## src/rtl/mdio_pkg.sv

```systemverilog
// Shared constants, register map and FSM state type for the Clause-22 MDIO responder.
package mdio_pkg;

    localparam logic [1:0] OP_RD = 2'b10;
    localparam logic [1:0] OP_WR = 2'b01;

    localparam logic [4:0] REG_BMCR  = 5'd0;
    localparam logic [4:0] REG_BMSR  = 5'd1;
    localparam logic [4:0] REG_ID1   = 5'd2;
    localparam logic [4:0] REG_ID2   = 5'd3;
    localparam logic [4:0] REG_ANAR  = 5'd4;
    localparam logic [4:0] REG_GBCR  = 5'd9;
    localparam logic [4:0] REG_PHYSR = 5'd17;

    localparam logic [15:0] BMCR_RST = 16'h1140;
    localparam logic [15:0] ANAR_RST = 16'h01E1;
    localparam logic [15:0] GBCR_RST = 16'h0300;

    // Fixed upper bits of BMSR: 100BASE-TX FD/HD and 10BASE-T FD/HD capable.
    localparam logic [8:0] BMSR_HI = 9'b011110000;

    typedef enum logic [2:0] {
        ST_IDLE,
        ST_START,
        ST_OP,
        ST_PHYAD,
        ST_REGAD,
        ST_TA,
        ST_DATA
    } mdio_state_e;

    function automatic logic [15:0] reg_reset_val(input logic [4:0] addr);
        logic [15:0] val;
        val = 16'h0000;
        case (addr)
            REG_BMCR: val = BMCR_RST;
            REG_ANAR: val = ANAR_RST;
            REG_GBCR: val = GBCR_RST;
            default:  val = 16'h0000;
        endcase
        return val;
    endfunction

    function automatic logic reg_is_ro(input logic [4:0] addr);
        return (addr == REG_BMSR) || (addr == REG_ID1) ||
               (addr == REG_ID2)  || (addr == REG_PHYSR);
    endfunction

endpackage

```

## src/rtl/mdio_phy_responder_if.sv

```systemverilog
// MDIO management bus: MDC and the split MDIO pad (input, output value, output enable).
interface mdio_phy_responder_if;
    logic mdc;
    logic mdio_i;
    logic mdio_o;
    logic mdio_oe;

    modport master (
        output mdc,
        output mdio_i,
        input  mdio_o,
        input  mdio_oe
    );

    modport slave (
        input  mdc,
        input  mdio_i,
        output mdio_o,
        output mdio_oe
    );
endinterface

```

## src/rtl/mdio_sync_edge.sv

```systemverilog
// Brings MDC and MDIO into the clk domain and produces single-cycle MDC rise/fall strobes.
module mdio_sync_edge (
    input  logic clk,
    input  logic rstn,
    input  logic mdc,
    input  logic mdio_i,
    output logic mdc_rise,
    output logic mdc_fall,
    output logic mdio_s
);
    logic [2:0] mdc_q;
    logic [1:0] mdio_q;

    // Reset to the idle-high level so releasing reset with MDC high makes no false rise.
    always_ff @(posedge clk or negedge rstn) begin
        if (!rstn) begin
            mdc_q  <= 3'b111;
            mdio_q <= 2'b11;
        end else begin
            mdc_q  <= {mdc_q[1:0], mdc};
            mdio_q <= {mdio_q[0], mdio_i};
        end
    end

    assign mdc_rise = mdc_q[1] & ~mdc_q[2];
    assign mdc_fall = ~mdc_q[1] & mdc_q[2];
    assign mdio_s   = mdio_q[1];

endmodule

```

## src/rtl/mdio_phy_responder.sv

```systemverilog
// Clause-22 MDIO slave with a 32x16 register file, link/speed status and BMCR soft reset.
// Define MDIO_PREAMBLE_SUPPRESS_EN to accept frames after a single preamble 1 (BMSR bit6 = 1).
module mdio_phy_responder
    import mdio_pkg::*;
#(
    parameter logic [4:0]  PHY_ADDR    = 5'd1,
    parameter logic [15:0] PHY_ID1     = 16'h001C,
    parameter logic [15:0] PHY_ID2     = 16'hC915,
    parameter int          TIMEOUT_CYC = 1024
) (
    input  logic                clk,
    input  logic                rstn,
    mdio_phy_responder_if.slave mdio,
    input  logic                link_i,
    input  logic [1:0]          speed_i,
    output logic                wr_valid,
    output logic [4:0]          wr_addr,
    output logic [15:0]         wr_data,
    output logic                soft_rst,
    output mdio_state_e         state_dbg
);

`ifdef MDIO_PREAMBLE_SUPPRESS_EN
    localparam logic [5:0] PRE_NEED = 6'd1;
    localparam logic       PRE_SUP  = 1'b1;
`else
    localparam logic [5:0] PRE_NEED = 6'd32;
    localparam logic       PRE_SUP  = 1'b0;
`endif
    localparam int TO_W = $clog2(TIMEOUT_CYC + 1);

    logic        mdc_rise;
    logic        mdc_fall;
    logic        mdio_bit;

    mdio_state_e state, state_nxt;
    logic [4:0]  cnt, cnt_nxt;
    logic [5:0]  pre_cnt, pre_nxt;
    logic [1:0]  op, op_nxt;
    logic [4:0]  phyad, phyad_nxt;
    logic [4:0]  regad, regad_nxt;
    logic [15:0] wsh, wsh_nxt;
    logic        latch_rd;
    logic        commit;
    logic        timeout;

    logic [TO_W-1:0] to_cnt;
    logic [15:0]     regs [32];
    logic [15:0]     tx;
    logic            mine;
    logic [15:0]     rd_val;
    logic [15:0]     bmsr;
    logic            rd_mine;
    logic [3:0]      tx_idx;

    mdio_sync_edge u_sync (
        .clk      (clk),
        .rstn     (rstn),
        .mdc      (mdio.mdc),
        .mdio_i   (mdio.mdio_i),
        .mdc_rise (mdc_rise),
        .mdc_fall (mdc_fall),
        .mdio_s   (mdio_bit)
    );

    assign state_dbg = state;
    assign rd_mine   = mine && (op == OP_RD);
    assign tx_idx    = 4'd15 - cnt[3:0];
    assign bmsr      = {BMSR_HI, PRE_SUP, 3'b000, link_i, 2'b01};

    // A frame stalled with MDC parked for TIMEOUT_CYC clocks is abandoned.
    assign timeout = (state != ST_IDLE) && !mdc_rise &&
                     (to_cnt == TO_W'(TIMEOUT_CYC - 1));

    always_ff @(posedge clk or negedge rstn) begin
        if (!rstn) begin
            to_cnt <= '0;
        end else if (mdc_rise || state == ST_IDLE || timeout) begin
            to_cnt <= '0;
        end else begin
            to_cnt <= to_cnt + TO_W'(1);
        end
    end

    always_ff @(posedge clk or negedge rstn) begin
        if (!rstn) begin
            state   <= ST_IDLE;
            cnt     <= '0;
            pre_cnt <= '0;
            op      <= '0;
            phyad   <= '0;
            regad   <= '0;
            wsh     <= '0;
        end else begin
            state   <= state_nxt;
            cnt     <= cnt_nxt;
            pre_cnt <= pre_nxt;
            op      <= op_nxt;
            phyad   <= phyad_nxt;
            regad   <= regad_nxt;
            wsh     <= wsh_nxt;
        end
    end

    always_comb begin
        state_nxt = state;
        cnt_nxt   = cnt;
        pre_nxt   = pre_cnt;
        op_nxt    = op;
        phyad_nxt = phyad;
        regad_nxt = regad;
        wsh_nxt   = wsh;
        latch_rd  = 1'b0;
        commit    = 1'b0;
        if (timeout) begin
            state_nxt = ST_IDLE;
            cnt_nxt   = '0;
            pre_nxt   = '0;
        end else if (mdc_rise) begin
            unique case (state)
                ST_IDLE: begin
                    if (!mdio_bit) begin
                        pre_nxt = '0;
                    end else begin
                        pre_nxt = (pre_cnt == 6'd32) ? pre_cnt : pre_cnt + 6'd1;
                        if (pre_nxt == PRE_NEED) begin
                            state_nxt = ST_START;
                            cnt_nxt   = '0;
                            pre_nxt   = '0;
                        end
                    end
                end
                // cnt[0] remembers that the ST '0' has been seen.
                ST_START: begin
                    if (!cnt[0]) begin
                        if (!mdio_bit) cnt_nxt = 5'd1;
                    end else if (mdio_bit) begin
                        state_nxt = ST_OP;
                        cnt_nxt   = '0;
                    end else begin
                        state_nxt = ST_IDLE;
                        cnt_nxt   = '0;
                    end
                end
                ST_OP: begin
                    op_nxt = {op[0], mdio_bit};
                    if (cnt == 5'd1) begin
                        cnt_nxt   = '0;
                        state_nxt = (op_nxt == OP_RD || op_nxt == OP_WR) ? ST_PHYAD : ST_IDLE;
                    end else begin
                        cnt_nxt = cnt + 5'd1;
                    end
                end
                ST_PHYAD: begin
                    phyad_nxt = {phyad[3:0], mdio_bit};
                    if (cnt == 5'd4) begin
                        state_nxt = ST_REGAD;
                        cnt_nxt   = '0;
                    end else begin
                        cnt_nxt = cnt + 5'd1;
                    end
                end
                ST_REGAD: begin
                    regad_nxt = {regad[3:0], mdio_bit};
                    if (cnt == 5'd4) begin
                        state_nxt = ST_TA;
                        cnt_nxt   = '0;
                        latch_rd  = 1'b1;
                    end else begin
                        cnt_nxt = cnt + 5'd1;
                    end
                end
                // A write turnaround must read back as 1 then 0.
                ST_TA: begin
                    if (cnt == 5'd0) begin
                        if (op == OP_WR && !mdio_bit) begin
                            state_nxt = ST_IDLE;
                        end else begin
                            cnt_nxt = 5'd1;
                        end
                    end else if (op == OP_WR && mdio_bit) begin
                        state_nxt = ST_IDLE;
                        cnt_nxt   = '0;
                    end else begin
                        state_nxt = ST_DATA;
                        cnt_nxt   = '0;
                    end
                end
                ST_DATA: begin
                    wsh_nxt = {wsh[14:0], mdio_bit};
                    if (cnt == 5'd15) begin
                        state_nxt = ST_IDLE;
                        cnt_nxt   = '0;
                        commit    = (op == OP_WR);
                    end else begin
                        cnt_nxt = cnt + 5'd1;
                    end
                end
                default: begin
                    state_nxt = ST_IDLE;
                    cnt_nxt   = '0;
                end
            endcase
        end
    end

    // Read data is captured the moment REGAD completes, so live inputs are sampled once.
    always_comb begin
        rd_val = regs[regad_nxt];
        case (regad_nxt)
            REG_BMSR:  rd_val = bmsr;
            REG_ID1:   rd_val = PHY_ID1;
            REG_ID2:   rd_val = PHY_ID2;
            REG_PHYSR: rd_val = {speed_i, 1'b1, 13'b0};
            default:   rd_val = regs[regad_nxt];
        endcase
    end

    always_ff @(posedge clk or negedge rstn) begin
        if (!rstn) begin
            tx   <= '0;
            mine <= 1'b0;
        end else if (latch_rd) begin
            tx   <= rd_val;
            mine <= (phyad == PHY_ADDR);
        end
    end

    // wr_valid is a single-cycle notification with no backpressure; wr_addr/wr_data
    // are valid in that cycle and hold their value until the next accepted write.
    always_ff @(posedge clk or negedge rstn) begin
        if (!rstn) begin
            for (int i = 0; i < 32; i++) regs[i] <= reg_reset_val(5'(i));
            wr_valid <= 1'b0;
            wr_addr  <= '0;
            wr_data  <= '0;
            soft_rst <= 1'b0;
        end else begin
            wr_valid <= 1'b0;
            soft_rst <= 1'b0;
            if (commit && mine && !reg_is_ro(regad)) begin
                wr_valid <= 1'b1;
                wr_addr  <= regad;
                wr_data  <= wsh_nxt;
                if (regad == REG_BMCR && wsh_nxt[15]) begin
                    regs[regad] <= BMCR_RST;
                    soft_rst    <= 1'b1;
                end else begin
                    regs[regad] <= wsh_nxt;
                end
            end
        end
    end

    // Pad drive changes only on MDC fall strobes; any non-driving slot releases the bus.
    always_ff @(posedge clk or negedge rstn) begin
        if (!rstn) begin
            mdio.mdio_o  <= 1'b1;
            mdio.mdio_oe <= 1'b0;
        end else if (timeout) begin
            mdio.mdio_o  <= 1'b1;
            mdio.mdio_oe <= 1'b0;
        end else if (mdc_fall) begin
            if (state == ST_TA && cnt == 5'd1 && rd_mine) begin
                mdio.mdio_oe <= 1'b1;
                mdio.mdio_o  <= 1'b0;
            end else if (state == ST_DATA && rd_mine) begin
                mdio.mdio_oe <= 1'b1;
                mdio.mdio_o  <= tx[tx_idx];
            end else begin
                mdio.mdio_oe <= 1'b0;
                mdio.mdio_o  <= 1'b1;
            end
        end
    end

endmodule

```

## src/flat_wrapper.sv

```systemverilog
// flat-port wrapper written by rule: the top's interface ports become plain ports
module mdio_phy_responder_flat import mdio_pkg::*;
#(
    parameter logic [4:0]  PHY_ADDR    = 5'd1,
    parameter logic [15:0] PHY_ID1     = 16'h001C,
    parameter logic [15:0] PHY_ID2     = 16'hC915,
    parameter int          TIMEOUT_CYC = 1024
)
  (clk, rstn, link_i, speed_i, wr_valid, wr_addr, wr_data, soft_rst, state_dbg, mdio_mdc, mdio_mdio_i, mdio_mdio_o, mdio_mdio_oe);
  mdio_phy_responder_if mdio_i ();
  input  logic clk;
  input  logic rstn;
  input  logic link_i;
  input  logic [1:0] speed_i;
  output logic wr_valid;
  output logic [4:0] wr_addr;
  output logic [15:0] wr_data;
  output logic soft_rst;
  output mdio_state_e state_dbg;
  input wire logic [$bits(mdio_i.mdc)-1:0] mdio_mdc;
  input wire logic [$bits(mdio_i.mdio_i)-1:0] mdio_mdio_i;
  output wire logic [$bits(mdio_i.mdio_o)-1:0] mdio_mdio_o;
  output wire logic [$bits(mdio_i.mdio_oe)-1:0] mdio_mdio_oe;
  assign mdio_i.mdc = mdio_mdc;
  assign mdio_i.mdio_i = mdio_mdio_i;
  assign mdio_mdio_o = mdio_i.mdio_o;
  assign mdio_mdio_oe = mdio_i.mdio_oe;
  mdio_phy_responder #(.PHY_ADDR(PHY_ADDR), .PHY_ID1(PHY_ID1), .PHY_ID2(PHY_ID2), .TIMEOUT_CYC(TIMEOUT_CYC)) u_core (.clk(clk), .rstn(rstn), .mdio(mdio_i), .link_i(link_i), .speed_i(speed_i), .wr_valid(wr_valid), .wr_addr(wr_addr), .wr_data(wr_data), .soft_rst(soft_rst), .state_dbg(state_dbg));
endmodule
```

## config.mk

```make
export PLATFORM = sky130hd
export DESIGN_NAME = mdio_phy_responder_flat
export DESIGN_NICKNAME = d
export VERILOG_FILES = /design/src/rtl/mdio_pkg.sv /design/src/rtl/mdio_phy_responder_if.sv /design/src/rtl/mdio_sync_edge.sv /design/src/rtl/mdio_phy_responder.sv /design/src/flat_wrapper.sv
export SDC_FILE = /design/constraint.sdc
export NUM_CORES = 1
export LEC_CHECK = 0
export ABC_AREA = 0
export BUFFER_PORTS_ARGS = -buffer_cell sky130_fd_sc_hd__buf_2
export CORE_MARGIN = 3
export CORE_UTILIZATION = 29
export DETAILED_ROUTE_END_ITERATION = 16
export PLACE_DENSITY_LB_ADDON = 0.3
export SLEW_MARGIN = 20
export SYNTH_ARGS = -nofsm -noshare
export SYNTH_HDL_FRONTEND = slang
export SYNTH_SLANG_ARGS = --single-unit
```

## constraint.sdc

```tcl
create_clock -name clk -period 2.9 [get_ports clk]
set_input_delay 0.145 -clock clk [delete_from_list [all_inputs] [get_ports clk]]
set_output_delay 0.145 -clock clk [all_outputs]
set_load 0.02 [all_outputs]
```

After elaboration in Yosys (flattened, before gate mapping)
Index checks and enable logic that the tools add are counted.
{"block": "totals", "ff_bits": 612, "in_bits": 7, "output_inout_bits": 28, "elab_cells": 208}
{"block": "classes", "n_addsub": 4, "n_lt_le_gt_ge": 4, "eq_ne": 35, "muxes": 69, "n_bitwise": 10, "reduce_logical": 35}
{"cell": "$bwmux W512", "n": 1}
{"cell": "$mux W512", "n": 1}
{"cell": "$and A416 B416 Y416", "n": 1}
{"cell": "$not A416 Y416", "n": 1}
{"cell": "$mux W16", "n": 6}
{"cell": "$or A96 B96 Y96", "n": 1}
{"cell": "$bmux W16 S5", "n": 1}
{"cell": "$demux W16 S5", "n": 1}
{"cell": "$mux W5", "n": 14}
{"cell": "$pmux W16 S4", "n": 1}
{"cell": "$mux W3", "n": 12}
{"cell": "$mux W6", "n": 6}
{"cell": "$pmux W5 S6", "n": 1}
{"cell": "$pmux W3 S7", "n": 1}
{"cell": "$eq A5 B1 Y1 const B", "n": 4}
{"cell": "$eq A5 B2 Y1 const B", "n": 4}
{"cell": "$mux W1", "n": 20}
{"cell": "$ne A3 B1 Y1 const B", "n": 5}
{"cell": "$eq A6 B6 Y1 const B", "n": 2}
{"cell": "$ge A6 B6 Y1 const B", "n": 2}
{"cell": "$logic_and A1 B1 Y1", "n": 12}
{"cell": "$not A5 Y6", "n": 2}
{"cell": "$add A11 B1 Y11 const B", "n": 1}
{"cell": "$eq A11 B10 Y1 const B", "n": 1}
{"cell": "other kinds (33)", "n": 56}

Logic depth before layout (Yosys ltp)
Gate-level depths: netlist (run 1).
{"block": "depth", "depth_word": 11, "depth_mapped": 12, "depth_no_buf": 11}

By module
A second synthesis (run 1) with hierarchy kept.
{"block": "hier_totals", "hier_cells": 3056, "area_unflattened_um2": 29060.4}
{"module": "mdio_phy_responder", "instances": 1, "cells_per_inst": 3049, "area_per_inst_um2": 28914.0}
{"module": "mdio_sync_edge", "instances": 1, "cells_per_inst": 7, "area_per_inst_um2": 146.4}

Worst setup path before layout (run 1)
OpenSTA, ideal clock, no wires.
{"block": "synth_timing", "kind": "reg2reg", "start": "register u_core.state[1] (netlist: u_core.state_dbg[1])", "end": "register u_core.tx[13]", "setup_time_ps": 120, "arrival_ps": 2435, "required_ps": 2780, "slack_ps": 345, "path_stages_with_launch": 11, "synth_period_minus_slack_ps": 2555, "path_cell_list": "dfrtp_1 > clkbuf_2 > or3b_1 > buf_4 > o21ai_2 > and2_1 > buf_2 > nand2_1 > a2111oi_0 > nor4_1 > a31o_2"}
{"block": "synth_via", "elab_chain_len": 9, "elab_cells_between_ends": 19, "classes_between": "eq/ne: 5; mux: 10; bitwise: 1; reduce/logical: 3"}
{"element": "start, declared", "line_no": "mdio_phy_responder.sv:36", "source": "mdio_state_e state, state_nxt;"}
{"element": "start signal, assigned", "line_no": "mdio_phy_responder.sv:95", "source": "state <= state_nxt;"}
{"element": "$eq A3 B3 Y1 or $reduce_bool A3 Y1 (tied branches)", "line_no": "mdio_phy_responder.sv:120, mdio_phy_responder.sv:72"}
{"element": "$mux W5 or $logic_and A1 B1 Y1 (tied branches)", "line_no": "mdio_phy_responder.sv:120, mdio_phy_responder.sv:72"}
{"element": "$mux W5 or $logic_and A1 B1 Y1 (tied branches)", "line_no": "mdio_phy_responder.sv:119, mdio_phy_responder.sv:72"}
{"element": "$mux W5", "line_no": "mdio_phy_responder.sv:115", "source": "if (timeout) begin"}
{"element": "$not A5 Y6"}
{"element": "$bmux W16 S5"}
{"element": "$mux W16 (not written as such) (2 in a row)", "line_no": "mdio_phy_responder.sv:215", "source": "default: rd_val = regs[regad_nxt];"}
{"element": "$pmux W16 S4", "line_no": "mdio_phy_responder.sv:210", "source": "case (regad_nxt)"}
{"element": "end signal, assigned", "line_no": "mdio_phy_responder.sv:224", "source": "tx <= rd_val;"}
{"element": "end, declared", "line_no": "mdio_phy_responder.sv:49", "source": "logic [15:0] tx;"}
Parallel ways exist; a longest one is shown, timed or not. The select of a mux whose other input is x is not followed.
A chain may end at the register's enable or synchronous reset.

Worst setup path in the final report (run 1)
{"block": "layout_timing", "start": "register u_core.cnt[0]", "end": "register u_core.regs[392] in the netlist's numbering"}
{"block": "layout_via", "elab_chain_len": 7}
{"element": "start, declared", "line_no": "mdio_phy_responder.sv:37", "source": "logic [4:0] cnt, cnt_nxt;"}
{"element": "start signal, assigned", "line_no": "mdio_phy_responder.sv:96", "source": "cnt <= cnt_nxt;"}
{"element": "$eq A5 B4 Y1", "line_no": "mdio_phy_responder.sv:191", "source": "if (cnt == 5'd15) begin"}
{"element": "$mux W1", "line_no": "mdio_phy_responder.sv:191"}
{"element": "$mux W1", "line_no": "mdio_phy_responder.sv:120", "source": "unique case (state)"}
{"element": "$mux W1", "line_no": "mdio_phy_responder.sv:119", "source": "end else if (mdc_rise) begin"}
{"element": "$mux W1", "line_no": "mdio_phy_responder.sv:115"}
{"element": "$logic_and A1 B1 Y1 (2 in a row)", "line_no": "mdio_phy_responder.sv:241", "source": "if (commit && mine && !reg_is_ro(regad)) begin"}
{"element": "end signal, assigned by index", "line_no": "mdio_phy_responder.sv:249", "source": "regs[regad] <= wsh_nxt;"}
{"element": "end, declared", "line_no": "mdio_phy_responder.sv:48", "source": "logic [15:0] regs [32];"}
No other way between the ends.

==> results of run 1 <==
## cells by family (layout without fill, tap and decap cells)
| family | Yosys count | in the layout | synth area share, % |
|---|---|---|---|
| adders and majority gates | 8 | 8 | 0.341 |
| AOI/OAI and AO/OA | 843 | 843 | 16.9 |
| buffers and inverters | 310 | 465 | 4.40 |
| and+or+nand+nor | 1008 | 1008 | 14.9 |
| xor gates and xnor gates | 12 | 12 | 0.358 |
| muxes | 283 | 283 | 10.8 |
| DFF | 612 | 612 | 52.2 |
## worst max-delay path, stage by stage, from the launching register on
cell and delay (ns):
dfrtp_1 0.36, ha_1 0.21, nand3_1 0.13, inv_1 0.09, ha_1 0.15, and3_1 0.28
and3_1 0.41, buf_4 0.20, nand3_1 0.34, nor2_1 0.45, nor2_1 0.07, a21oi_1 0.13
## sequential cells by signal, indices dropped and copies added, names as in the netlist, 2 cells and up
name	cells
u_core.regs	512
u_core.tx	16
u_core.wr_data	16
u_core.wsh	16
u_core.to_cnt	11
u_core.pre_cnt	6
u_core.cnt	5
u_core.phyad	5
u_core.regad	5
u_core.wr_addr	5
u_core.state_dbg	3
u_core.u_sync.mdc_q	3
u_core.op	2
u_core.u_sync.mdio_q	2
## worst paths after layout
| path | start | to | depth (start not counted) |
|---|---|---|---|
| max | u_core.cnt[0] | u_core.regs[392] | 11 |
| min | speed_i[0] | u_core.tx[14] | 5 |
| max reg2reg | u_core.cnt[0] | u_core.regs[392] | 11 |
| min reg2reg | u_core.u_sync.mdio_q[0] | u_core.u_sync.mdio_q[1] | 0 |
| max in group asynchronous | rstn | u_core.regs[502] | 3 |
| min in group asynchronous | rstn | u_core.regs[137] | 2 |
## per-layer routing
layer,vias to the layer above,track usage [%],routed length (um)
met3,187,3.50,7040
met1,11994,27.5,47000
met4,0,7.05,3800
met5,-,0,0
met2,812,28.4,44700
li1,11073,-,-
## power by group through the flow
stage	clock, mW	combinational [mW]	sequential, mW
2_1_floorplan	0	0.103	8.72
5_1_grt	9.70	0.423	8.56
6_report	9.19	0.379	8.57
3_3_place_gp	0	0.383	8.72
4_1_cts	9.40	0.389	8.57
3_5_place_dp	0	0.382	8.72
## cell type report
| type | instances | share of cell area, % |
|---|---|---|
| clock buffer | 103 | 5.81 |
| clock inverter | 24 | 0.818 |
| inverter | 22 | 0.245 |
| multi-input combinational | 2154 | 36.5 |
| sequential | 612 | 42.9 |
| tap | 1357 | 4.75 |
| timing repair buffer | 316 | 8.96 |
## cells in the mapped netlist, types with 8 or more instances
master and count:
a211oi_1 31, a21oi_1 131, a221oi_1 8, a22oi_1 71, a311oi_1 11, a31oi_1 21
a32oi_1 22, and2_1 11, and3_1 48, buf_2 75, buf_4 9, clkbuf_1 196
dfrtp_1 596, dfstp_2 16, ha_1 8, inv_1 17, mux2_2 60, mux2i_1 201
mux4_2 22, nand2_1 571, nand3_1 107, nand4_1 9, nor2_1 166, nor2b_1 16
nor3_1 21, nor4_1 14, o211ai_1 16, o21ai_0 439, o22ai_1 20, o31ai_1 22
## metrics by stage
stage          setup WS (ns)  util (%)  cells  cell area, um2
2_1_floorplan          0.345         -   3076           29400
3_3_place_gp          -0.625      32.9   4447           33000
3_5_place_dp          -0.566      32.9   4447           33000
4_1_cts              -0.0300      35.4   4580           35500
5_1_grt               -0.109      35.7   4588           35800
6_report              0.0322      35.7   4588           35800
## repair_timing
action,CTS,global route
hold buffers,5,0
resized for setup,12,51
setup endpoints to repair,11,317
hold endpoints to repair,290,0
pin swaps,1,8
buffers inserted,1,8
==> qor.txt, run 1 <==
Switching Share: 22.6%
DR WL/cell: 22.3 um
clock transition at the registers of the reported paths: 0.06 ns
Pint: 14.0 mW
worst-margin pin slew: 0.866 ns
Synth area leader: dfrtp_1
fill count: 10,134
Worst Path Max Fanout: 6
Antenna diodes: 0
via count: 24,066
crit path time final: 2.87 ns
logic gate share of total power: 2.1%
syn nets: 3,091
Starting DRT DRC Count: 2,019
chip height: 324 um
clk sinks: 612
Area Growth Syn to Fin: 21.7%
nature of the critical path endpoint: register
Min-Delay Path Class: primary input to register
Clock Latency Late Sink: 0.65 ns
vias per cell: 5.25
CTS tree: built
largest net degree at the start of global routing: 74
Switch Pwr: 4.10 mW
fmax: 349 MHz
area of the multi-input gates: 13,100 um2
Slew Limit Fails: 0
synthesized instance count: 3,076
worst path arrival time: 3.44 ns
DPL Wire Length: 70.4 mm
power density over cell area: 507 nW/um2
total core area: 100,000 um2
RSZ-0062 raised after global routing: true
antenna viol nets, final: 0
register area share after synthesis: 52.2%
routed wire length: 102 mm
Leak: 15.4 nW
DR pass1 iterations: 5
Yosys top cell area share: 50.8%
sequential share of power: 47.3%
setup TNS: 0 ns
status: finished clean
hold_ws: 0.0861 ns
Storage cell area: 15,300 um2
crit start category: register
wire length of the first global-routing pass: 154 mm
Avg Cell Area, Syn: 9.55 um2
initial core utilization: 29.3%
Final period util: 98.9%
row cnt: 116
Final GP Congestion: 0.929
I/O Buffers: 34
commonest non-fill, non-tap cell in the layout: dfrtp_1
Reg2Reg Setup Slack: 0.03 ns
Synth Register Bits: 612
number of global-route vias before repair: 23,018
Pwr Total: 18.1 mW
Root Driver: clkbuf_16
most frequent cells in the layout: 594 x dfrtp_1, 568 x nand2_1, 438 x o21ai_0
worst path required time: 3.47 ns
Final Hold Vio Count: 0
Cell variety after synth: 72
share of cells above drive strength 1: 18.6%
initial antenna violation count: 4
warnings from Yosys: 0
io pins: 35
critical path type: register to register
Slew Limit Headroom: 42.0%
Final Skew: 0.0308 ns
Chip Width: 324 um
all-layer global routing usage: 19.1%
Max Root-Sink Buffers: 3
setup violators final: 0
async set-reset flop share out of synthesis: 100%
H-Tree Depth: 3
CTS buffer count: 71
max cap viols: 0
DIE AREA: 105,000 um2
Post-synth EDFFs: 0
Clk pwr share: 50.7%
# DRC: 0
Synth Cell Area: 29,400 um2
Post-synth top flop: dfrtp_1
Max rail drop VDD: 403 uV
grt ovf: 0
Final nets: 3,192
top cells by area, synth: dfrtp_1 51%, o21ai_0 7.5%, nand2_1 7.3%, mux2i_1 6.8%, clkbuf_1 2.5%
No activity file was read; power rests on OpenSTA's default activity.
==> inputs of run 2 (changes only) <==
--- a/config.mk
+++ b/config.mk
@@ -10,8 +10,10 @@
 export CORE_MARGIN = 3
 export CORE_UTILIZATION = 29
 export DETAILED_ROUTE_END_ITERATION = 16
+export HOLD_SLACK_MARGIN = 0.15
 export PLACE_DENSITY_LB_ADDON = 0.3
 export SLEW_MARGIN = 20
 export SYNTH_ARGS = -nofsm -noshare
 export SYNTH_HDL_FRONTEND = slang
+export SYNTH_HIERARCHICAL = 1
 export SYNTH_SLANG_ARGS = --single-unit
==> run 2 against run 1 <==
  * The flow now finishes with violations (negative setup slack)
  * Hold slack improved by 0.10 ns
  * Via count fell by 1.8%
  * Total power decreased by 2.9%
  * Flip-flop and latch count decreased by 6
  * Global-route usage is 0.33 points higher
  * Worst setup slack worse by 0.036 ns
  * Critical path type unchanged
  * Critical endpoint is now u_core/tx[13]
  * Largest power group unchanged
==> qor.txt, run 2 <==
setup violators final: 1
syn nets: 3,071
async set-reset flop share out of synthesis: 100%
Area Growth Syn to Fin: 23.6%
Synth Register Bits: 606
critical path type: register to register
area share of and/or/nand/nor cells after synthesis: 14.7%
crit path time final: 2.90 ns
Worst R2R End: u_core/tx[13]
post-synthesis xor/xnor area fraction: 0.241%
grt ovf: 0
main combinational cell family by area after synthesis: compound AO/OA/AOI/OAI gates
crit start category: register
io pins: 35
Final period util: 100%
Final nets: 3,209
Max Root-Sink Buffers: 3
status: complete, but fails checks
# DRC: 0
antenna viol nets, final: 0
Reg2Reg Setup Slack: -0.004 ns
nature of the critical path endpoint: register
top cells by count, synth: 703 x nand2_1, 590 x dfrtp_1, 461 x o21ai_0
Clock Latency Late Sink: 0.63 ns
Synth area leader: dfrtp_1
CTS buffer count: 67
Root Driver: clkbuf_16
Post-synth EDFFs: 0
clk sinks: 606
DIE AREA: 104,000 um2
worst path arrival time: 3.40 ns
routed wire length: 102 mm
Slew Limit Headroom: 8.56%
via count: 23,631
H-Tree Depth: 3
worst path required time: 3.39 ns
worst-margin pin slew: 1.37 ns
R2R depth: 11
max cap viols: 0
fmax: 344 MHz
number of global-route vias before repair: 23,090
crit path to: u_core/tx[13]
final setup margin: -0.00356 ns
initial core utilization: 29.4%
largest net degree at the start of global routing: 101
Largest Register: u_core/regs
Pwr Total: 17.6 mW
power density over cell area: 490 nW/um2
Final Hold Vio Count: 0
clock transition at the registers of the reported paths: 0.06 ns
chip height: 323 um
Chip Width: 323 um
max reg flops: 506
warnings from Yosys: 6
top cells by area, synth: dfrtp_1 51%, mux2i_1 9.5%, nand2_1 9.1%, o21ai_0 7.9%, clkbuf_1 2.9%
post-synthesis mux area share: 12.0%
Starting DRT DRC Count: 2,060
I/O Buffers: 34
Synth Area in Compound Gates: 15.9%
Adder-Cell Fraction of Synth Area: 0.344%
Cell variety after synth: 85
row cnt: 115
setup TNS: -0.00356 ns
total core area: 98,900 um2
all-layer global routing usage: 19.4%
Avg Cell Area, Syn: 9.51 um2
wire length of the first global-routing pass: 152 mm
DPL Wire Length: 68.2 mm
RSZ-0062 raised after global routing: true
CTS tree: built
commonest non-fill, non-tap cell in the layout: nand2_1
DR pass1 iterations: 5
Leak: 15.5 nW
Slew Limit Fails: 0
Synth Cell Area: 29,100 um2
synthesized instance count: 3,056
CP Launch Point: u_core/u_sync/mdc_q[1]
Worst R2R Start: u_core/u_sync/mdc_q[1]
DR WL/cell: 22.5 um
initial antenna violation count: 4
failing checks: negative setup slack
share of cells above drive strength 1: 19.0%
Min-Delay Path Class: primary input to register
most frequent cells in the layout: 696 x nand2_1, 589 x dfrtp_1, 459 x o21ai_0
Yosys top cell area share: 50.8%
Post-synth top flop: dfrtp_1
top-count cell post-synth: nand2_1
Worst Path Max Fanout: 6
vias per cell: 5.21
register area share after synthesis: 52.3%
Max rail drop VDD: 387 uV
Final Skew: 0.0414 ns
Util after Layout: 36.3%
Final GP Congestion: 0.942
==> run 2: cell types whose count changed in the layout (fill, tap and decap cells not counted), moves of 27 or more <==
cell,delta
nand2_1,+128
nor2_1,-82
a21oi_1,-77
mux2i_1,+70
and3_1,-31
mux2_2,-28
a211oi_1,-27
==> run 2: final cells by class <==
class	instances	area (um2)
Fill cell	9889	62900
Sequential cell	606	15200
Multi-Input combinational cell	2121	12900
Timing Repair Buffer	361	3810
Clock buffer	92	1950
Tap cell	1287	1610
Clock inverter	28	289
Inverter	36	143
Antenna cell	5	12.5
Timing Repair inverter	1	7.51
==> run 2: how the worst min path moves through the flow <==
stage | from | depth (start not counted) | end
final | mdio_mdc | 2 | u_core/u_sync/mdc_q[0]
after global routing | mdio_mdc | 2 | u_core/u_sync/mdc_q[0]
after CTS | mdio_mdc | 2 | u_core/u_sync/mdc_q[0]
after detailed placement | rstn | 1 | u_core/regs[272]
after global placement | rstn | 1 | u_core/regs[256]
after floorplan | rstn | 0 | u_core/cnt[0]
==> run 2: routing by layer <==
metal,global-route usage [%],up-vias,wire (um)
met4,6.19,0,3510
met5,0,-,0
met1,27.3,11722,46600
met2,29.7,732,45000
met3,4.18,185,7020
li1,-,10992,-
==> run 2: what timing repair did <==
action	CTS	global route
hold buffers	7	0
cloned	1	9
pin swaps	5	16
setup endpoints to repair	164	267
setup buffers	18	11
gates resized for setup	23	74
endpoints found under the hold margin	595	0
==> run 2: metrics by stage <==
step | setup WS (ns) | hold slack [ns] | area, um2 | cells
after floorplan | 0.0410 | -0.151 | 29100 | 3056
after CTS | 0.00733 | 0.161 | 35300 | 4513
after global placement | -0.307 | 0.156 | 32700 | 4368
final | -0.00356 | 0.190 | 35900 | 4537
after global routing | -0.111 | 0.185 | 35900 | 4532
after detailed placement | -0.361 | 0.151 | 32700 | 4368
==> run 2: cell families after synthesis <==
| kind of cell | count (synthesis) |
|---|---|
| adder cells (fa/ha/maj) | 8 |
| flip-flops | 606 |
| AND/OR/NAND/NOR | 1001 |
| XOR/XNOR | 8 |
| multiplexers | 325 |
| buffers and inverters | 329 |
| AO/OA/AOI/OAI | 779 |
==> run 2: power by group <==
| part | switching (mW) | internal, mW | leakage, nW |
|---|---|---|---|
| combinational | 0.269 | 0.102 | 6.00 |
| clock | 3.67 | 5.10 | 1.12 |
| sequential | 0.0109 | 8.47 | 8.41 |
==> run 2: worst max-delay path, cell delays in order, from the launching register on <==
cell        delay, ns
dfstp_2          0.54
nor2b_4          0.17
and4bb_4         0.28
buf_12           0.14
mux2i_4          0.25
buf_12           0.16
clkinvlp_4       0.14
mux2i_1          0.20
o22ai_1          0.10
or4_4            0.54
o31ai_2          0.11
o22ai_1          0.14
